File: config.mk
export PLATFORM = sky130hd
export DESIGN_NAME = serial_adder
export DESIGN_NICKNAME = d
export VERILOG_FILES = /design/src/rtl/serial_adder_pkg.sv /design/src/rtl/serial_adder_full_adder.sv /design/src/rtl/serial_adder.sv
export SDC_FILE = /design/constraint.sdc
export NUM_CORES = 1
export LEC_CHECK = 0
export ABC_AREA = 1
export CAP_MARGIN = 30
export CORE_ASPECT_RATIO = 0.7
export CORE_MARGIN = 3
export CORE_UTILIZATION = 47
export CTS_CLUSTER_SIZE = 14
export DETAILED_ROUTE_END_ITERATION = 12
export MAX_ROUTING_LAYER = met4
export PLACE_DENSITY = 0.75
export REMOVE_ABC_BUFFERS = 1
export SYNTH_ARGS = -nofsm -noshare
export SYNTH_HDL_FRONTEND = slang
export SYNTH_SLANG_ARGS = --single-unit
File: constraint.sdc
create_clock -name clk -period 1.3 [get_ports clk]
set_input_delay 0.26 -clock clk [delete_from_list [all_inputs] [get_ports clk]]
set_output_delay 0.26 -clock clk [all_outputs]
set_load 0.01 [all_outputs]
File: src/rtl/serial_adder_pkg.sv
// Shared definitions for the bit-serial adder: FSM encodings and default operand width.
package serial_adder_pkg;

  localparam int unsigned SA_WIDTH_DEFAULT = 8;

  typedef enum logic [1:0] {
    IDLE  = 2'b00,
    SHIFT = 2'b01,
    DONE  = 2'b10
  } sa_state_e;

endpackage : serial_adder_pkg

File: src/rtl/serial_adder_full_adder.sv
// Single-bit full adder cell shared by the serial adder datapath.
module full_adder (
  output logic s,
  output logic c,
  input  logic a,
  input  logic b,
  input  logic cin
);

  logic p;

  always_comb begin
    p = a ^ b;
    s = p ^ cin;
    c = (a & b) | (cin & p);
  end

endmodule : full_adder

File: src/rtl/serial_adder.sv
// Bit-serial WIDTH-bit adder: one full_adder cell plus a carry flop, LSB first, one bit per clock.
module serial_adder
  import serial_adder_pkg::*;
#(
  parameter int unsigned WIDTH = SA_WIDTH_DEFAULT
) (
  input  logic             clk,
  input  logic             rst,
  input  logic             start,
  input  logic [WIDTH-1:0] a,
  input  logic [WIDTH-1:0] b,
  input  logic             cin,
  output logic             busy,
  output logic             done,
  output logic [WIDTH-1:0] sum,
  output logic             cout
);

  localparam int unsigned CNT_W = $clog2(WIDTH);

  sa_state_e        state_q,  state_d;
  logic [CNT_W-1:0] count_q,  count_d;
  logic             carry_q,  carry_d;
  logic [WIDTH-1:0] a_sr_q,   a_sr_d;
  logic [WIDTH-1:0] b_sr_q,   b_sr_d;
  logic [WIDTH-1:0] res_sr_q, res_sr_d;
  logic [WIDTH-1:0] sum_q,    sum_d;
  logic             cout_q,   cout_d;
  logic             busy_q,   busy_d;
  logic             done_q,   done_d;

  logic fa_s;
  logic fa_c;

  full_adder FA0 (
    .s   (fa_s),
    .c   (fa_c),
    .a   (a_sr_q[0]),
    .b   (b_sr_q[0]),
    .cin (carry_q)
  );

  // Next-state and datapath sequencing
  always_comb begin
    state_d  = state_q;
    count_d  = count_q;
    carry_d  = carry_q;
    a_sr_d   = a_sr_q;
    b_sr_d   = b_sr_q;
    res_sr_d = res_sr_q;
    sum_d    = sum_q;
    cout_d   = cout_q;
    busy_d   = 1'b0;
    done_d   = 1'b0;

    case (state_q)
      IDLE: begin
        if (start) begin
          a_sr_d  = a;
          b_sr_d  = b;
          carry_d = cin;
          count_d = '0;
          busy_d  = 1'b1;
          state_d = SHIFT;
        end
      end
      SHIFT: begin
        a_sr_d   = a_sr_q >> 1;
        b_sr_d   = b_sr_q >> 1;
        res_sr_d = WIDTH'({fa_s, res_sr_q} >> 1);
        carry_d  = fa_c;
        if (count_q == CNT_W'(WIDTH - 1)) begin
          // Last bit: the freshly shifted result is the final sum
          sum_d   = WIDTH'({fa_s, res_sr_q} >> 1);
          cout_d  = fa_c;
          done_d  = 1'b1;
          state_d = DONE;
        end else begin
          count_d = count_q + CNT_W'(1);
          busy_d  = 1'b1;
        end
      end
      DONE: begin
        state_d = IDLE;
      end
      default: begin
        state_d = IDLE;
      end
    endcase
  end

  always_ff @(posedge clk) begin
    if (rst) begin
      state_q  <= IDLE;
      count_q  <= '0;
      carry_q  <= 1'b0;
      a_sr_q   <= '0;
      b_sr_q   <= '0;
      res_sr_q <= '0;
      sum_q    <= '0;
      cout_q   <= 1'b0;
      busy_q   <= 1'b0;
      done_q   <= 1'b0;
    end else begin
      state_q  <= state_d;
      count_q  <= count_d;
      carry_q  <= carry_d;
      a_sr_q   <= a_sr_d;
      b_sr_q   <= b_sr_d;
      res_sr_q <= res_sr_d;
      sum_q    <= sum_d;
      cout_q   <= cout_d;
      busy_q   <= busy_d;
      done_q   <= done_d;
    end
  end

  assign busy = busy_q;
  assign done = done_q;
  assign sum  = sum_q;
  assign cout = cout_q;

endmodule : serial_adder

# Yosys cells after proc, flatten, opt, wreduce, memory -nomap -nowiden
# Index checks and enable logic that the tools add are counted.
[word_totals]
regBits = 41
inputBits = 20
elab_cells = 45
[classes]
n_addsub = 1
reduce_logical = 7
mux = 16
bitwise_logic = 6
eq_ne = 5
[op_table]
columns = ["op", "count"]
rows = [
  ["$pmux W8 S2", 2],
  ["$mux W8", 2],
  ["$mux W3", 2],
  ["$ne A2 B2 Y1 const B", 3],
  ["$pmux W3 S2", 1],
  ["$reduce_and A2 Y1", 3],
  ["$mux W1", 4],
  ["$mux W2", 2],
  ["$pmux W1 S2", 2],
  ["$pmux W2 S2", 1],
  ["$add A3 B1 Y3 const B", 1],
  ["$eq A3 B3 Y1 const B", 1],
  ["$reduce_and A3 Y1", 1],
  ["$and A1 B1 Y1", 2],
  ["$eq A2 B1 Y1 const B", 1],
  ["$logic_not A2 Y1", 1],
  ["$reduce_bool A2 Y1", 1],
  ["$reduce_or A2 Y1", 1],
  ["$xor A1 B1 Y1", 2],
  ["$not A1 Y1", 1],
  ["$or A1 B1 Y1", 1],
]

# Logic depth before layout (Yosys ltp)
[depth]
depth_word = 4
depth_mapped = 8
mapped_depth_nobuf = 8

# Modules after synthesis
# From an unflattened synthesis, not the netlist that was laid out.
[hier_totals]
hier_cells = 263
area_unflattened_um2 = 1746.7
[modules_own_cells]
columns = ["mod", "cells_each", "area_per_inst_um2", "instances"]
rows = [
  ["serial_adder", 262, 1726.7, 1],
  ["full_adder", 1, 20.0, 1],
]

# Least setup slack after synthesis
# OpenSTA, ideal clock, no wires.
[synth_timing]
kind = "register to register"
from = "reg count_q[0]"
to = "reg count_q[0]"
arrival_ps = 1085
setup_ps = 114
stages_incl_launch_ff = 7
setup_slack_ps = 101
path_cell_list = "dfxtp_1 > ha_1 > ha_1 > nand2_1 > nand3_1 > nor2_1 > nor2_1"
[synth_between]
elab_chain_cells = 3
[synth_lines]
columns = ["element", "line", "text"]
rows = [
  ["from (decl)", "serial_adder.sv:22", "logic [CNT_W-1:0] count_q, count_d;"],
  ["from (signal assigned)", "serial_adder.sv:106", "count_q <= count_d;"],
  ["$add A3 B1 Y3 or $eq A3 B3 Y1 (tied branches)", "serial_adder.sv:79, serial_adder.sv:72", ""],
  ["$mux W3 or $ne A2 B2 Y1 (tied branches)", "n/a", ""],
  ["$pmux W3 S2 or $reduce_and A3 Y1 (tied branches)", "n/a", ""],
]
# Several ways; a longest one is shown, not always the timed one. The select of a mux whose other input is x is not followed.
# A chain may end at the register's enable or synchronous reset.

# Worst setup path after layout
[layout_timing]
from = "reg count_q[0]"
to = "reg cout_q (netlist: cout)"
[layout_between]
elab_chain_cells = 2
[layout_lines]
columns = ["element", "line", "text"]
rows = [
  ["$eq A3 B3 Y1", "serial_adder.sv:72", "if (count_q == CNT_W'(WIDTH - 1)) begin"],
  ["$reduce_and A2 Y1 (no line)", "n/a", ""],
  ["to (signal assigned)", "serial_adder.sv:112", "cout_q <= cout_d;"],
  ["to (decl)", "serial_adder.sv:28", "logic cout_q, cout_d;"],
]
# No other way between the ends.

==> summary.txt <==
Status: completed
Slew @ Worst Pin: 0.228 ns
Yosys reg bits: 40
Worst setup SP type: register
Buf+Inv Stages, Crit Path: 2
Met1 Use GR: 20.5%
Initial Util: 50.3%
PortBufs: 30
WS Path Type: reg -> reg
Initial antenna violation count: 0
Inst Count DP: 357
Placer Congestion: 0.824
CP arrival: 1.46 ns
Post-Layout Cell Count: 365
Final setup fails: 0
RSZ-0062 raised after global routing: true
Post-route DRC: 0
Final WL: 3.48 mm
Xor/xnor share of the synthesized area: 0%
M3 GR Usage: 4.19%
Slowest library cell on the worst path: dfxtp_1
Post-route clock skew: 0.00782 ns
ANT cells: 0
Overflow after GRT: 0
Worst endpoint required time: 1.55 ns
Met2 usage: 27.4%
Post-Synth Simple-Gate Area: 33.2%
Largest family of logic cells by synthesized area: simple AND/OR/NAND/NOR gates
Die area: 4650 um^2
Internal Pwr Total: 2410 uW
Crit-path max FO: 8
HP Class: reg -> reg
Drt wl/cell: 9.54 um
Beginning of the critical path: count_q[0]
Commonest non-fill, non-tap cell in the layout: nor2_1
Setup_tns: 0 ns
Number of placed I/O pins: 31
FF-to-FF Start: count_q[0]
Average size of a mapped cell: 6.56 um^2
Vias in the first global route: 1496
Synth area leaders: dfxtp_1, nor2_1, nand2_1, inv_1, o21ai_0
Setup crit end kind: register
Drt via density: 4.45
Maximum VDD drop: 0.908 mV
Clock sinks: 40
Path depth of the worst reg2reg path: 8
Synth Area in Compound Gates: 6.35%
First-pass GRT wire length: 6.00 mm
Die Ht: 57.9 um
CP Depth: 8
Psw: 654 uW
Setup crit end: cout
Clk pwr share: 45.6%
Slew HR: 84.6%
Clock Tree Buf Depth: 2
Sequential cell area fraction in the yosys report: 44.2%
Share of layout cells above drive strength 1: 9.21%
Slew Viols, Final: 0
Post-CTS Hold Fix Bufs: 0
Crit-path cells: ha_1 > ha_2 > inv_1 > nor2_4 > nand2_4 > inv_1 > nand2_1 > nand2_1
Max Fclk: 823 MHz
Synth Area in Adders: 2.49%
Core Area: 3600 um^2
Top cell type's share of synthesized area: 44.2%
Row count: 18
Die span in x: 80.2 um
Tot GR Track Use: 17.1%
Global route hottest layer: met2
Gate power share: 11.3%
Max-cap violation count: 0
Synth warn: 0
Cells after synthesis: 276
Static Leak: 0.00120 uW
Post-CTS Resized: 14
CP max stage delay: 0.34 ns
Largest net degree at the start of global routing: 20
Vias: 1626
Final min period: 1.22 ns
Mux contribution to synthesized area: 0%
Post-CTS setup buffers: 0
Most frequent cells in the layout: nor2_1, nand2_1, inv_1
RR Endpoint: cout
Syn-to-layout area delta: 31.4%
Crit path max-delay family: flip-flops
CTS tree: yes
DRT Pass-1 Iters: 4
Hold Vio Cnt, Final: 0
R2R setup slack: 0.08 ns
Iter 0 DRT Violations: 85
Switching share of total power: 21.4%
Top cell type by total area after synthesis: dfxtp_1
Num CTS Buffers: 5
Post-DRT Antenna Nets: 0
Worst-path clk slew: 0.08 ns
Final period util: 93.5%
Clock latency on the worst-skew pair: 0.30 ns
Mapped Area: 1810 um^2
Dpl hpwl: 2.48 mm
Flop pwr share: 43.1%
Cell variety after synth: 17
CTS H-Tree Depth: 2
Final layout net count: 337
CTS root buffer: clkbuf_8
Cell Pwr Density: 1290 nW/um^2
## metal layers
layer  vias up  part of all wire (%)
met2        20                    46
met5         -                     0
met4         0                   2.1
met1       710                    49
li1        888                     -
met3         8                   3.4
## per-stage QoR
step | utilization (%) | area [um^2] | total power, uW | hold slack (ns) | setup slack [ns]
final | 66.1 | 2380 | 3060 | 0.468 | 0.0849
after global routing | 66.1 | 2380 | 3190 | 0.494 | -0.0221
after CTS | 65.4 | 2360 | 3090 | 0.469 | 0.0486
after detailed placement | 61.1 | 2200 | 1690 | 0.457 | -0.133
after global placement | 61.1 | 2200 | 1680 | 0.447 | -0.104
after floorplan | - | 1740 | 1540 | 0.332 | -0.103
## sequential cells by signal, indices dropped and copies added, names as in the netlist
name,cells
cout,1
count_q,3
a_sr_q,8
res_sr_q,7
b_sr_q,8
done,1
state_q,2
carry_q,1
busy,1
sum,8
## worst reg2reg max path, stage by stage (launching register included)
cell	delay, ns
dfxtp_1	0.34
ha_1	0.15
ha_2	0.18
inv_1	0.07
nor2_4	0.14
nand2_4	0.09
inv_1	0.09
nand2_1	0.05
nand2_1	0.05
## layout make-up
type                       count  area, um^2
inverter                      48         180
clock buffer                   5        68.8
clock inverter                 3        90.1
multi-input combinational    178         797
sequential                    40         801
tap                           50        62.6
timing repair buffer          41         382
fill                         338        1220
## power groups by stage
stage	Combinational (uW)	Clock, uW	Sequential, uW
floorplan	190	0	1350
global placement	335	0	1350
detailed placement	341	0	1350
CTS	345	1420	1320
global route	397	1470	1330
finish	346	1390	1320
## how the worst min path moves through the flow
stage	start	to	cells past startpoint
after floorplan	rst	a_sr_q[0]	1
after global placement	res_sr_q[4]	res_sr_q[4]	2
after detailed placement	res_sr_q[7]	res_sr_q[7]	2
after CTS	res_sr_q[7]	res_sr_q[7]	2
after global routing	res_sr_q[2]	res_sr_q[2]	2
final	res_sr_q[7]	res_sr_q[7]	2
## cell usage after synthesis (all sizes together)
cell type,instances
ha,2
buf,9
a21oi,6
o21ai,17
nand2,61
inv,48
nor2,82
dfxtp,40
nand3,9
clkbuf,1
fa,1
## cell families after synthesis
kind of cell | count (synthesis)
AOI/OAI and AO/OA | 23
adders and majority gates | 3
buffers and inverters | 58
DFF | 40
and+or+nand+nor | 152
(Power assumes the default switching activity.)
